===== config.mk =====
export PLATFORM = sky130hd
export DESIGN_NAME = uart_rx_core
export DESIGN_NICKNAME = d
export VERILOG_FILES = /design/src/rtl/uart_pkg.sv /design/src/rtl/uart_rx_sync.sv /design/src/rtl/uart_rx_core.sv
export SDC_FILE = /design/constraint.sdc
export NUM_CORES = 1
export LEC_CHECK = 0
export ABC_AREA = 1
export CORE_ASPECT_RATIO = 1.75
export CORE_UTILIZATION = 55
export DETAILED_ROUTE_END_ITERATION = 12
export GPL_ROUTABILITY_DRIVEN = 0
export PLACE_DENSITY = 0.89
export SETUP_SLACK_MARGIN = 0.3
export SLEW_MARGIN = 10
export SYNTH_ARGS = -nofsm -noshare
export SYNTH_HDL_FRONTEND = slang
export SYNTH_SLANG_ARGS = --single-unit

===== constraint.sdc =====
create_clock -name clk -period 2.7 [get_ports clk]
set_input_delay 0.405 -clock clk [delete_from_list [all_inputs] [get_ports clk]]
set_output_delay 0.405 -clock clk [all_outputs]
set_load 0.05 [all_outputs]

===== src/rtl/uart_pkg.sv =====
// Shared UART definitions: receive FSM states, data width and the
// even-parity helper used by both the receive and transmit paths.
// Optional feature macro: UART_RX_PARITY_EN (adds the PARITY state).
package uart_pkg;

    localparam int UART_DATA_W = 8;

    typedef enum logic [2:0] {
        IDLE   = 3'd0,
        START  = 3'd1,
        DATA   = 3'd2,
`ifdef UART_RX_PARITY_EN
        PARITY = 3'd3,
`endif
        STOP   = 3'd4
    } uart_rx_state_e;

    // Even-parity bit for a data word: the bit that makes the total count of
    // ones (data plus parity) even.
    function automatic logic even_parity(input logic [UART_DATA_W-1:0] data);
        return ^data;
    endfunction

endpackage


===== src/rtl/uart_rx_sync.sv =====
// Two-flop synchroniser for the asynchronous rx line plus a history flop
// used to detect a falling edge. Every flop resets to 1 (idle line) so that
// leaving reset never looks like a start edge.
module uart_rx_sync (
    input  logic clk,
    input  logic reset,
    input  logic rx,
    output logic rx_s,
    output logic rx_fall
);

    logic sync1;
    logic sync2;
    logic hist;

    // Resynchronise rx into the clk domain and keep one sample of history.
    always_ff @(posedge clk) begin
        if (reset) begin
            sync1 <= 1'b1;
            sync2 <= 1'b1;
            hist  <= 1'b1;
        end else begin
            sync1 <= rx;
            sync2 <= sync1;
            hist  <= sync2;
        end
    end

    assign rx_s    = sync2;
    assign rx_fall = hist & ~sync2;

endmodule


===== src/rtl/uart_rx_core.sv =====
// UART receiver core: start-bit qualification, LSB-first data capture,
// optional even-parity check and stop-bit check, with a one-cycle
// data_ready pulse that updates data_out and the error flags together.
// Optional feature macro: UART_RX_PARITY_EN (11-bit frame with parity).
module uart_rx_core
    import uart_pkg::*;
#(
    parameter int CLKS_PER_BIT = 16
) (
    input  logic                   clk,
    input  logic                   reset,
    input  logic                   rx_en,
    input  logic                   rx,
    output logic [UART_DATA_W-1:0] data_out,
    output logic                   data_ready,
    output logic                   parity_error,
    output logic                   stop_error
);

    // The counter only has to reach CLKS_PER_BIT-1, so it never wraps
    // inside a bit period.
    localparam int CNT_W = (CLKS_PER_BIT > 1) ? $clog2(CLKS_PER_BIT) : 1;
    localparam int H     = CLKS_PER_BIT / 2;

    localparam logic [CNT_W-1:0] HALF_LAST = CNT_W'(H - 1);
    localparam logic [CNT_W-1:0] BIT_LAST  = CNT_W'(CLKS_PER_BIT - 1);
    localparam logic [2:0]       IDX_LAST  = 3'(UART_DATA_W - 1);

    logic rx_s;
    logic rx_fall;

    uart_rx_state_e state_q;
    uart_rx_state_e state_d;

    logic [CNT_W-1:0]       cnt_q;
    logic [CNT_W-1:0]       cnt_d;
    logic [2:0]             idx_q;
    logic [2:0]             idx_d;
    logic [UART_DATA_W-1:0] shift_q;
    logic [UART_DATA_W-1:0] shift_d;
    logic                   stop_q;
    logic                   stop_d;
    logic                   deliver_q;
    logic                   deliver_d;
`ifdef UART_RX_PARITY_EN
    logic                   perr_q;
    logic                   perr_d;
`endif

    logic bit_done;
    logic half_done;

    uart_rx_sync u_sync (
        .clk     (clk),
        .reset   (reset),
        .rx      (rx),
        .rx_s    (rx_s),
        .rx_fall (rx_fall)
    );

    assign half_done = (cnt_q == HALF_LAST);
    assign bit_done  = (cnt_q == BIT_LAST);

    // Frame state register.
    always_ff @(posedge clk) begin
        if (reset) begin
            state_q <= IDLE;
        end else begin
            state_q <= state_d;
        end
    end

    // Next-state logic and datapath updates for each phase of the frame.
    always_comb begin
        state_d   = state_q;
        cnt_d     = cnt_q + CNT_W'(1);
        idx_d     = idx_q;
        shift_d   = shift_q;
        stop_d    = stop_q;
        deliver_d = 1'b0;
`ifdef UART_RX_PARITY_EN
        perr_d    = perr_q;
`endif

        case (state_q)
            IDLE: begin
                cnt_d = cnt_q;
                if (rx_en && rx_fall) begin
                    state_d = START;
                    cnt_d   = '0;
                end
            end

            START: begin
                if (half_done) begin
                    cnt_d = '0;
                    if (!rx_s) begin
                        state_d = DATA;
                        idx_d   = 3'd0;
                    end else begin
                        state_d = IDLE;
                    end
                end
            end

            DATA: begin
                if (bit_done) begin
                    cnt_d          = '0;
                    shift_d[idx_q] = rx_s;
                    idx_d          = idx_q + 3'd1;
                    if (idx_q == IDX_LAST) begin
`ifdef UART_RX_PARITY_EN
                        state_d = PARITY;
`else
                        state_d = STOP;
`endif
                    end
                end
            end

`ifdef UART_RX_PARITY_EN
            PARITY: begin
                if (bit_done) begin
                    cnt_d   = '0;
                    perr_d  = even_parity(shift_q) ^ rx_s;
                    state_d = STOP;
                end
            end
`endif

            STOP: begin
                if (bit_done) begin
                    cnt_d     = '0;
                    stop_d    = rx_s;
                    deliver_d = 1'b1;
                    state_d   = IDLE;
                end
            end

            default: begin
                state_d = IDLE;
            end
        endcase

        // Dropping the enable abandons the frame without delivering anything.
        if (!rx_en && (state_q != IDLE)) begin
            state_d   = IDLE;
            deliver_d = 1'b0;
        end
    end

    // Bit counter, bit index, shift register and captured frame status.
    always_ff @(posedge clk) begin
        if (reset) begin
            cnt_q     <= '1;
            idx_q     <= '1;
            shift_q   <= '0;
            stop_q    <= 1'b1;
            deliver_q <= 1'b0;
        end else begin
            cnt_q     <= cnt_d;
            idx_q     <= idx_d;
            shift_q   <= shift_d;
            stop_q    <= stop_d;
            deliver_q <= deliver_d;
        end
    end

`ifdef UART_RX_PARITY_EN
    // Parity result of the frame in flight, delivered with the byte.
    always_ff @(posedge clk) begin
        if (reset) begin
            perr_q <= 1'b0;
        end else begin
            perr_q <= perr_d;
        end
    end

    // Present the byte and both flags the cycle after the stop sample.
    always_ff @(posedge clk) begin
        if (reset) begin
            data_out     <= '0;
            data_ready   <= 1'b0;
            parity_error <= 1'b0;
            stop_error   <= 1'b0;
        end else begin
            data_ready <= deliver_q;
            if (deliver_q) begin
                data_out     <= shift_q;
                parity_error <= perr_q;
                stop_error   <= ~stop_q;
            end
        end
    end
`else
    assign parity_error = 1'b0;

    // Present the byte and the stop flag the cycle after the stop sample.
    always_ff @(posedge clk) begin
        if (reset) begin
            data_out   <= '0;
            data_ready <= 1'b0;
            stop_error <= 1'b0;
        end else begin
            data_ready <= deliver_q;
            if (deliver_q) begin
                data_out   <= shift_q;
                stop_error <= ~stop_q;
            end
        end
    end
`endif

endmodule

# Yosys cells after proc, flatten, opt, wreduce, memory -nomap -nowiden
# Index checks and enable logic that the tools add are counted.
[word_totals]
register_bits = 33
input_bits = 4
out_inout_bits = 11
wordCells = 65
[op_classes]
add_sub_neg = 2
magnitude_cmp = 2
n_eq_ne = 12
n_mux = 19
n_bitwise = 4
reduce_logical = 14
[op_table]
columns = ["op", "n"]
rows = [
  ["two-way mux 3 bit", 8],
  ["two-way mux 4 bit", 3],
  ["!= test 2 bit (second input constant)", 6],
  ["one-hot mux 3 bit (4 select lines)", 1],
  ["one-hot mux 4 bit (3 select lines)", 1],
  ["bitwise mux 8 bit", 1],
  ["== test 3 bit (second input constant)", 2],
  ["one-hot mux 3 bit (2 select lines)", 1],
  ["AND reduction 5 bit", 1],
  ["adder 4 x 1 -> 4 bit (second input constant)", 1],
  ["== test 4 x 3 -> 1 bit (second input constant)", 1],
  ["== test 4 bit (second input constant)", 1],
  ["< comparator 3 x 4 -> 1 bit (second input constant)", 1],
  ["AND reduction 2 bit", 2],
  ["AND reduction 4 bit", 1],
  ["OR reduction 2 bit", 2],
  ["adder 3 x 1 -> 3 bit (second input constant)", 1],
  ["demux 1 bit (select 3 bit)", 1],
  ["== test 3 x 1 -> 1 bit (second input constant)", 1],
  ["== test 3 x 2 -> 1 bit (second input constant)", 1],
  [">= comparator 3 x 1 -> 1 bit (second input constant)", 1],
  ["logical AND 1 bit", 3],
  ["zero test 3 bit", 1],
  ["inverter 1 bit", 3],
  ["7 further kinds", 8],
]

# Logic depth before layout (Yosys ltp)
[depth]
depth_word = 5
depth_mapped = 10
mapped_depth_nobuf = 10

# By module
# Synthesis repeated with hierarchy kept, for this count alone.
[hier_totals]
hier_cells = 211
hier_area_um2 = 1505.2
[by_module_without_submodules]
columns = ["mod", "n_inst", "cells_per_inst", "area_each_um2", "seq_area_each_um2"]
rows = [
  ["uart_rx_core", 1, 199, 1411.4, 600.6],
  ["uart_rx_sync", 1, 12, 93.8, 60.1],
]

# Least setup slack after synthesis
# Ideal clock, no wire load.
[synth_path]
path_kind = "reg2reg"
from = "reg cnt_q[0]"
to = "reg state_q[1]"
setup_ns = 0.113
arrival_time_ns = 1.160
required_ns = 2.587
path_slack_ns = 1.428
stages_incl_launch_ff = 10
n_path_buf = 0
period_less_slack_ns = 1.272
cell_sequence = "dfxtp_1 -> ha_1 -> nand3_4 -> inv_1 -> nor2_2 -> inv_1 -> nand3_1 -> nor2_2 -> nor2_1 -> nor2_1"
[synth_via]
elab_chain_cells = 3
elab_cells_between_ends = 6
classes_between = "eq/ne: 5; reduce/logical: 1"
[synth_lines]
columns = ["item", "line_no", "text"]
rows = [
  ["start, declared", "uart_rx_core.sv:35", "logic [CNT_W-1:0] cnt_q;"],
  ["start signal, assigned", "uart_rx_core.sv:161", "cnt_q <= cnt_d;"],
  ["== test 4 x 3 -> 1 bit or == test 4 bit (tied branches)", "uart_rx_core.sv:61, uart_rx_core.sv:62", ""],
  ["!= test 2 bit (no line)", "--", ""],
  ["AND reduction 5 bit (no line) *", "--", ""],
  ["end signal, assigned", "uart_rx_core.sv:69", "state_q <= state_d;"],
  ["end, declared", "uart_rx_core.sv:32", "uart_rx_state_e state_q;"],
]
# Every way passes the cells marked *; elsewhere a longest branch is shown, timed or not.
# A chain may end at the register's enable or synchronous reset.

# Worst setup path in the final report
[layout_path]
from = "reg data_out[6]"
to = "out data_out[6]"
[layout_lines]
columns = ["item", "line_no", "text"]
rows = [
  ["start, declared", "uart_rx_core.sv:14", "output logic [UART_DATA_W-1:0] data_out,"],
  ["start signal, assigned", "uart_rx_core.sv:207", "data_out <= shift_q;"],
]
# No word-level cell between the ends.

==> reports/metrics.cfg <==
[sta]
setup-tns-final_ns=0
timing.max_slew.rel_slack_pct=63.1
setup_viol=0
final.period_utilization_pct=68.6
tightest_pin_transition_ns=0.554
finalHoldViolCount=0
holdWs_ns=0.416
final.min_clock_period_ns=1.85
final_max_slew_viol_count=0
timing.fmax_mhz=540
unrepaired_setup_endpoints_after_global_routing=false
finalClockSkew_ns=0.00945

[clock_network]
numClockSinks=33
cts_resized=0
ctsHoldBuffers=0
cts_root_buf=sky130_fd_sc_hd__clkbuf_8
cts_tree=built
htree_levels=2
number_of_buffers_added_by_the_clock_tree_synthesis_step=5
cts.reportedPaths.clkPinSlew_ns=0.06
clock_tree.buffer_depth=2
clk-insertion-delay-late_ns=0.29
post-cts-setup-buffers=0

[grt]
grt_util_met2_pct=40.8
gr-total-overflow=0
vias_in_the_first_global_route=1295
grt_max_degree=23
gr-usage-all-layers_pct=23.1
initial_antenna_violation_count=0
gr-max-usage-layer=met2
grt_first_pass_wirelength_mm=5.27
met1_usage_pct=23.7
grt_util_met3_pct=7.05

[synth]
syn_nets=204
synth_cell_types=29
ys.warnings.count=0
netlist_area_um2=1520
synth_seq_cells=33
synthCells=197
postSynthAreaPerCell_um2=7.70
seq_area_frac_synth_pct=43.6

[setup_path]
critPathLaunchType=flip-flop
path_buf_inv=1
timing.setup.critical_path_class=reg -> out
timing.critical_path.arrival_ns=1.45
end_kind=primary output
critPathTopFamily=buffers and inverters
max_stage_delay_ns=0.82
cp_max_fo=2
crit_chain=clkdlybuf4s50_1
wp_data_required_ns=2.30
slowest_stage=sky130_fd_sc_hd__clkdlybuf4s50_1

[place]
portBuffers=13
detailedPlacementHpwl_mm=2.09

[routing]
wl_per_cell_um=12.1
ant_nets=0
drt_pass1_iterations=5
routed_wl_mm=2.88
drt_first_iter_violations=48
vias_per_cell=5.41
num_vias=1287
post-route-drc-count=0

[power_and_ir_drop]
power_switching_share_pct=43.9
total_switching_power_mw=0.804
power.internal_mw=1.03
power.static_leakage_nw=0.759
seq_power_share_pct=36.3
power.density_nw_per_um2=1060
power.ir.vdd_worst_v=0.000931
combinationalPowerShare_pct=43.8
pwr-share-clk_pct=19.9

[floorplan]
core_area_um2=2550
floorplan.initialDensity_pct=59.4
pin_count=15
die-area_um2=2980
die_height_um=71.5
die_w_um=41.7
core.rowCount=24

[layout]
layout-drive-gt1-share_pct=13.2
p_r_area_growth_vs_syn_pct=14.0
n_antenna_cell=0
mostFrequentLayoutCells=sky130_fd_sc_hd__dfxtp_1 (33), sky130_fd_sc_hd__nand2_1 (30), sky130_fd_sc_hd__inv_1 (23), sky130_fd_sc_hd__nor2_1 (23), sky130_fd_sc_hd__nand3_1 (20)
layout.nets=218
most_common_cell_after_layout_fill_and_taps_aside=sky130_fd_sc_hd__dfxtp_1

[run]
cap_viol_max_count=0

[run_status]
run_status=finished, final reports clean

[min_path]
hold_path.class=reg -> reg

-- cell usage after synthesis (all sizes together) --
cell type	count	share of area (%)
nand2	34	10
dfxtp	33	44
nor2	27	8.0
inv	25	6.4
nand3	24	11
o21ai	20	6.8
a21oi	15	5.2
buf	4	1.9
nor3	4	2.1
ha	3	2.5
or2	3	1.2
clkbuf	2	0.50
a31oi	1	0.41
conb	1	0.25
o211ai	1	0.50
-- state kept, by name, summed over array words and instances, names as in the netlist --
signal and count:
cnt_q 4, data_out 8, data_ready 1, deliver_q 1, idx_q 3, shift_q 8, state_q 3, stop_error 1
stop_q 1, u_sync.hist 1, u_sync.rx_s 1, u_sync.sync1 1
-- final timing paths --
check	startpoint	end	slack (ns)	cells after the start
max	data_out[6]	data_out[6]	0.85	1
min	u_sync.sync1	u_sync.rx_s	0.42	1
max reg2reg	cnt_q[0]	shift_q[7]	1.24	6
min reg2reg	u_sync.sync1	u_sync.rx_s	0.42	1
-- kinds of logic after synthesis --
family | Yosys count | share of synthesized area, %
other cells | 1 | 0.247
compound gates | 37 | 13.0
buf+inv | 31 | 8.75
simple gates | 92 | 32.0
flops | 33 | 43.6
fa+ha+maj | 3 | 2.48
-- area by class of cell --
cell class / instances / area, um2
tap: 26 / 32.5
fill: 201 / 823
clock inverter: 3 / 17.5
timing repair buffer: 13 / 130
clock buffer: 5 / 68.8
multi-input combinational: 133 / 723
sequential: 33 / 661
inverter: 25 / 96.3
-- power by group through the flow --
stage	clock, mW	sequential (mW)	combinational (mW)
finish	0.365	0.665	0.802
global route	0.390	0.683	0.914
CTS	0.376	0.665	0.804
detailed placement	0	0.675	0.798
global placement	0	0.671	0.779
floorplan	0	0.694	0.627
-- routing by layer --
layer	vias to the layer above	share of wire [%]
li1	660	-
met4	0	3.1
met2	22	52
met3	8	3.5
met1	597	42
met5	-	0
-- metrics by stage --
step                cells  util, %  worst slack (ns)  instance area [um2]  total power, mW
finish                238     67.7             0.847                 1730             1.83
global route          238     67.7             0.802                 1730             1.99
CTS                   238     67.7             0.843                 1730             1.84
detailed placement    230     64.4             0.776                 1640             1.47
global placement      230     64.4             0.815                 1640             1.45
floorplan             197        -              1.43                 1520             1.32
(Power assumes the default switching activity.)
